===== config.mk =====
export PLATFORM = sky130hd
export DESIGN_NAME = fb_mem_arbiter
export DESIGN_NICKNAME = d
export VERILOG_FILES = /design/src/rtl/fb_mem_arbiter.sv
export SDC_FILE = /design/constraint.sdc
export NUM_CORES = 1
export LEC_CHECK = 0
export BUFFER_PORTS_ARGS = -buffer_cell sky130_fd_sc_hd__buf_4
export CAP_MARGIN = 20
export CORE_ASPECT_RATIO = 1.4
export CORE_MARGIN = 2
export CORE_UTILIZATION = 34
export DETAILED_ROUTE_END_ITERATION = 10
export PLACE_DENSITY = 0.81
export SYNTH_ARGS = -nofsm -noshare
export SYNTH_HDL_FRONTEND = slang
export SYNTH_SLANG_ARGS = --single-unit

===== constraint.sdc =====
create_clock -name clock_50 -period 1.1 [get_ports clock_50]
set_input_delay 0.055 -clock clock_50 [delete_from_list [all_inputs] [get_ports clock_50]]
set_output_delay 0.055 -clock clock_50 [all_outputs]
set_load 0.01 [all_outputs]

===== src/rtl/fb_mem_arbiter.sv =====
// Framebuffer RAM arbiter: VGA scanout has priority, CPU is
// guaranteed a slot after VGA_BURST consecutive VGA wins.
//   clock_50/reset : clock, sync active-high reset
//   vga_*          : VGA read port (req/addr -> gnt, rdata/rvalid)
//   cpu_*          : CPU read/write port (req/we/addr/wdata -> gnt, rdata/rvalid)
//   mem_*          : single-port RAM, read data one cycle after access
module fb_mem_arbiter #(
  parameter int ADDR_W    = 16,
  parameter int DATA_W    = 8,
  parameter int VGA_BURST = 8
) (
  input  logic              clock_50,
  input  logic              reset,
  input  logic              vga_req,
  input  logic [ADDR_W-1:0] vga_addr,
  output logic              vga_gnt,
  output logic [DATA_W-1:0] vga_rdata,
  output logic              vga_rvalid,
  input  logic              cpu_req,
  input  logic              cpu_we,
  input  logic [ADDR_W-1:0] cpu_addr,
  input  logic [DATA_W-1:0] cpu_wdata,
  output logic              cpu_gnt,
  output logic [DATA_W-1:0] cpu_rdata,
  output logic              cpu_rvalid,
  output logic              mem_en,
  output logic              mem_we,
  output logic [ADDR_W-1:0] mem_addr,
  output logic [DATA_W-1:0] mem_wdata,
  input  logic [DATA_W-1:0] mem_rdata
);

  localparam int CW = $clog2(VGA_BURST) + 1;
  localparam logic [CW-1:0] CNT_MAX = CW'(VGA_BURST - 1);

  typedef enum logic {
    S_VGA,
    S_CPU
  } state_t;

  state_t        state;
  state_t        state_nxt;
  logic [CW-1:0] starve_cnt;
  logic [CW-1:0] cnt_nxt;
  logic          vga_pend;
  logic          cpu_pend;

  always_ff @(posedge clock_50) begin
    if (reset) begin
      state      <= S_VGA;
      starve_cnt <= '0;
      vga_pend   <= 1'b0;
      cpu_pend   <= 1'b0;
      vga_rvalid <= 1'b0;
      cpu_rvalid <= 1'b0;
      vga_rdata  <= '0;
      cpu_rdata  <= '0;
    end else begin
      state      <= state_nxt;
      starve_cnt <= cnt_nxt;
      vga_pend   <= vga_gnt;
      cpu_pend   <= cpu_gnt & ~cpu_we;
      vga_rvalid <= vga_pend;
      cpu_rvalid <= cpu_pend;
      if (vga_pend) vga_rdata <= mem_rdata;
      if (cpu_pend) cpu_rdata <= mem_rdata;
    end
  end

  always_comb begin
    vga_gnt   = 1'b0;
    cpu_gnt   = 1'b0;
    state_nxt = state;
    cnt_nxt   = '0;
    if (!reset) begin
      unique case (state)
        S_VGA: begin
          if (vga_req) begin
            vga_gnt = 1'b1;
            // CPU lost this cycle; force its slot once the burst is used up
            if (cpu_req) begin
              if (starve_cnt == CNT_MAX) state_nxt = S_CPU;
              else cnt_nxt = starve_cnt + CW'(1);
            end
          end else if (cpu_req) begin
            cpu_gnt = 1'b1;
          end
        end
        S_CPU: begin
          state_nxt = S_VGA;
          if (cpu_req) cpu_gnt = 1'b1;
          else if (vga_req) vga_gnt = 1'b1;
        end
        default: state_nxt = S_VGA;
      endcase
    end
  end

  always_comb begin
    mem_en    = vga_gnt | cpu_gnt;
    mem_we    = cpu_gnt & cpu_we;
    mem_addr  = '0;
    mem_wdata = '0;
    if (cpu_gnt) begin
      mem_addr  = cpu_addr;
      mem_wdata = cpu_wdata;
    end else if (vga_gnt) begin
      mem_addr = vga_addr;
    end
  end

endmodule


* After elaboration in Yosys (flattened, before gate mapping)
Cells that the tools add are included.
** Word-level totals
- Bits in registers :: 25
- Output and inout port bits :: 46
** Cells by class
- $add $sub $neg :: 1
- Eq/ne operators :: 1
- Multiplexer cells :: 15
- Bitwise logic cells :: 7
- Reduce and logical (&&, ||, !) cells :: 1
** Operators by type and width (number)
- $mux W16 :: 2
- $mux W1 :: 9
- $mux W8 :: 1
- $pmux W1 S2 :: 3
- $reduce_or A5 Y1 :: 1
- $add A4 B1 Y4 const B :: 1
- $eq A4 B3 Y1 const B :: 1
- $not A1 Y1 :: 4
- $and A1 B1 Y1 :: 2
- $or A1 B1 Y1 :: 1

* Depth between registers and ports, before layout
- Depth after elaboration :: 6
- Depth in mapped cells :: 4
- Mapped depth without buffers :: 4

* Least setup slack after synthesis
Ideal clock, no wire load.
- Path kind :: register to output
- Start :: register state
- End :: output mem_addr[10]
- Data arrival time :: 1.145 ns
- Setup slack :: -0.100 ns
- Stages on the path, launching flop included :: 5
- Cells stage by stage :: dfxtp_1 nor2b_2 nor3b_4 buf_6 a22o_1
** On the way
- Word-level cells in the longest chain between the ends :: 5
- Elaborated cells on any way between the ends :: 7
- Those cells by class :: 6 x mux; 1 x bitwise
** Ends and longest elaborated chain
- from (decl) :: line 41 : state_t state;
- from (signal assigned) :: line 59 : state <= state_nxt;
- $not A1 Y1
- $pmux W1 S2 :: line 76 : unique case (state)
- $mux W1 :: line 75 : if (!reset) begin
- $mux W16 :: line 107 : end else if (vga_gnt) begin
- $mux W16 * :: line 104 : if (cpu_gnt) begin
- to (decl) :: line 28 : output logic [ADDR_W-1:0] mem_addr,
Mark *: on every way between the ends. The rest lies on a longest branch, timed or not.

* Worst setup path in the final report
- Start :: register state
- End :: output mem_addr[6]
The elaborated chain is that of the path after synthesis.

==> metrics.md <==
| Metric | Value |
|---|---|
| Worst-margin pin slew | `0.199 ns` |
| Initial Utilization | `0.362` |
| Fmax achieved | `roughly 690 MHz` |
| Max FO, Critical Path | `20` |
| # setup viols final | `27` |
| Share of layout cells above drive strength 1 | `0.545` |
| Largest net degree at the start of global routing | `21` |
| Met2 wire length | `1840 microns` |
| R2R cell count | `4` |
| CP Data Required Time | `roughly 1.0 ns` |
| Failing checks | `setup timing` |
| Post-CTS setup buffer count | `0` |
| Worst hold stages | `2` |
| Pins Over Slew Limit | `0` |
| Worst-path clk slew | `around 0.090 ns` |
| Leak | `about 1 nW` |
| Area fraction of the dominant cell type after synthesis | `0.439` |
| Sink Count | `25` |
| Synth unique cells | `21` |
| Final WL | `3380 microns` |
| Post-route ant nets | `0` |
| Initial antenna violation count | `0` |
| Clk buf depth | `2` |
| Slack of the critical path | `-0.345 ns` |
| Asr flop ratio synth | `0` |
| Synth area leaders | `dfxtp_1 44%, mux2i_1 15%, a22o_1 12%` |
| Ports | `99` |
| Synth Instances | `between 100 and 150` |
| Number of buffers created by CTS | `3` |
| Largest area contributor in the netlist | `dfxtp_1` |
| Reg-to-reg critical path startpoint | `state` |
| # H-tree levels | `1` |
| Period utilization | `1.31` |
| Outcome | `finished, violations left` |
| Latest clock arrival within the worst-skew pair | `between 0.2 and 0.3 ns` |
| Tot GR Track Use | `0.170` |
| NumNets Final | `roughly 270` |
| Std-Cell Rows | `24` |
| Synth Area per Inst | `roughly 10 sq um` |
| Grt ovf | `0` |
| Synth Register Bits | `25` |
| Setup crit end kind | `primary output` |
| Most instantiated library cell after synthesis | `dfxtp_1` |
| DP Worst Slack | `-0.0533 ns` |
| Worst setup SP type | `register` |
| Filler Cells Inserted | `roughly 270` |
| Max-cap viol count | `0` |
| Vias per inst | `between 4 and 5` |
| Critical path arrival | `1.39 ns` |
| CP startpoint | `state` |
| Met3 routed WL | `~220 microns` |
| Die Ht | `between 70 and 80 microns` |
| Syn_nets | `167` |
| Area Growth Syn to Fin | `78.0%` |
| Critical path type | `register to primary output` |
| DR WL/cell | `approximately 13 microns` |
| Register area share after synthesis | `0.439` |
| First-pass GRT wire length | `roughly 4900 microns` |
| Pre-antenna DRT Iters | `4` |
| Worst vdd ir | `1430 uV` |
| 1st-iter DRT viols | `15` |
| CP endpoint | `mem_addr[6]` |
| Core area | `about 3200 sq um` |
| Seq. cell area | `just over 500 sq um` |
| DR top layer | `met4` |
| HPWL after DPL | `between 2000 and 3000 microns` |
| Normalized max-slew margin | `0.864` |
| PortBufs | `98` |
| CTS tree | `built` |
| Mapped cell area | `1140 sq um` |
| RR Endpoint | `cpu_pend` |
| Hold_sp | `cpu_req` |
| DRC viols | `0` |
| Flop2flop setup slack | `~0.06 ns` |
| Skew final | `between 0.01 and 0.015 ns` |
| Die footprint | `just under 4000 sq um` |
| GP Congestion | `~0.75` |
| Top_reg_cell synth | `dfxtp_1` |
| RSZ-0062 raised after global routing | `true` |
| Yosys warns | `0` |
| Synth top cells by count | `25 x dfxtp_1, 23 x nor2_1, 17 x mux2i_1` |
| Hold Violations, Final | `0` |
| Number of global-route vias before repair | `1062` |
| Area occupied by multi-input gates | `596 sq um` |
| Diode count | `0` |
| CTS root buf | `clkbuf_8` |
| Die X | `53.0 microns` |
| Power per cell area | `between 900 and 1000 nW/um^2` |
| TNS Setup | `-8.41 ns` |
| Fin crit period | `between 1 and 1.5 ns` |
| Vias | `around 1200` |
| WL met1 | `roughly 1300 microns` |
| Min-Delay Path Class | `primary input to register` |
| Post-synth EDFFs | `0` |
| # hold bufs at CTS | `0` |
-- report_power, final --
part | total [W] | internal, W | switching [W]
clock network | 0.000529 | 0.000253 | 0.000276
logic | 0.000474 | 0.000293 | 0.000181
registers | 0.000942 | 0.000929 | 0.0000130
-- cell families after synthesis --
group | count (synthesis) | share of synthesized area
and+or+nand+nor | 42 | 0.194
DFF | 25 | 0.439
AOI/OAI and AO/OA | 18 | 0.147
muxes | 17 | 0.149
buffers and inverters | 9 | 0.0526
xor gates and xnor gates | 1 | 0.00768
adders and majority gates | 1 | 0.0110
-- layer usage --
layer / GRT usage / up-vias
li1: - / 597
met1: 0.194 / 542
met2: 0.307 / 39
met3: 0.0514 / 4
met4: 0.0313 / 0
met5: 0 / -
-- state kept, by name (all words and copies together), names as in the netlist --
| name | flops |
|---|---|
| cpu_rdata | 8 |
| vga_rdata | 8 |
| starve_cnt | 4 |
| cpu_pend | 1 |
| cpu_rvalid | 1 |
| state | 1 |
| vga_pend | 1 |
| vga_rvalid | 1 |
-- layout make-up --
type | count | share of cell area
clock buffers | 3 | 0.0203
clock inverters | 1 | 0.00246
repair buffers | 104 | 0.410
inverters | 1 | 0.00185
well taps | 39 | 0.0240
multi-input cells | 79 | 0.293
flip-flops and latches | 25 | 0.248
-- worst max-delay path, cell delays in order (launching register included) --
cell	delay, ns
dfxtp_4	0.38
nor2b_4	0.05
nor3b_4	0.24
buf_12	0.18
a22o_1	0.15
buf_4	0.12
-- through the flow --
step | util | std cells | total power (W) | hold WS (ns) | area [sq um]
floorplan | - | 113 | 0.00115 | 0.153 | 1160
global placement | 0.621 | 248 | 0.00143 | 0.303 | 1960
detailed placement | 0.621 | 248 | 0.00143 | 0.306 | 1960
CTS | 0.642 | 252 | 0.00196 | 0.0138 | 2020
global route | 0.644 | 252 | 0.00205 | 0.0245 | 2030
finish | 0.644 | 252 | 0.00195 | 0.0130 | 2030
-- layout by cell type (no fill, tap or decap), types with 2 or more instances in the layout --
cell       n
and2_4     4
nand3b_1   2
mux2i_1   17
buf_4     95
and2_1     5
buf_12     2
clkbuf_8   3
a22o_1    16
nor2b_1    2
dfxtp_1   24
nor2_1    23
buf_6      7
-- timing repair --
item                                    in CTS  in global routing
resized for setup                            5                  2
endpoints found under the setup margin      27                 27
pin swaps                                    1                  4
-- how the worst min path moves through the flow --
stage	to
2_1_floorplan	vga_pend
3_3_place_gp	vga_rdata[6]
3_5_place_dp	vga_pend
4_1_cts	vga_pend
5_1_grt	vga_pend
6_report	vga_pend
No activity file was read; power rests on OpenSTA's default activity.
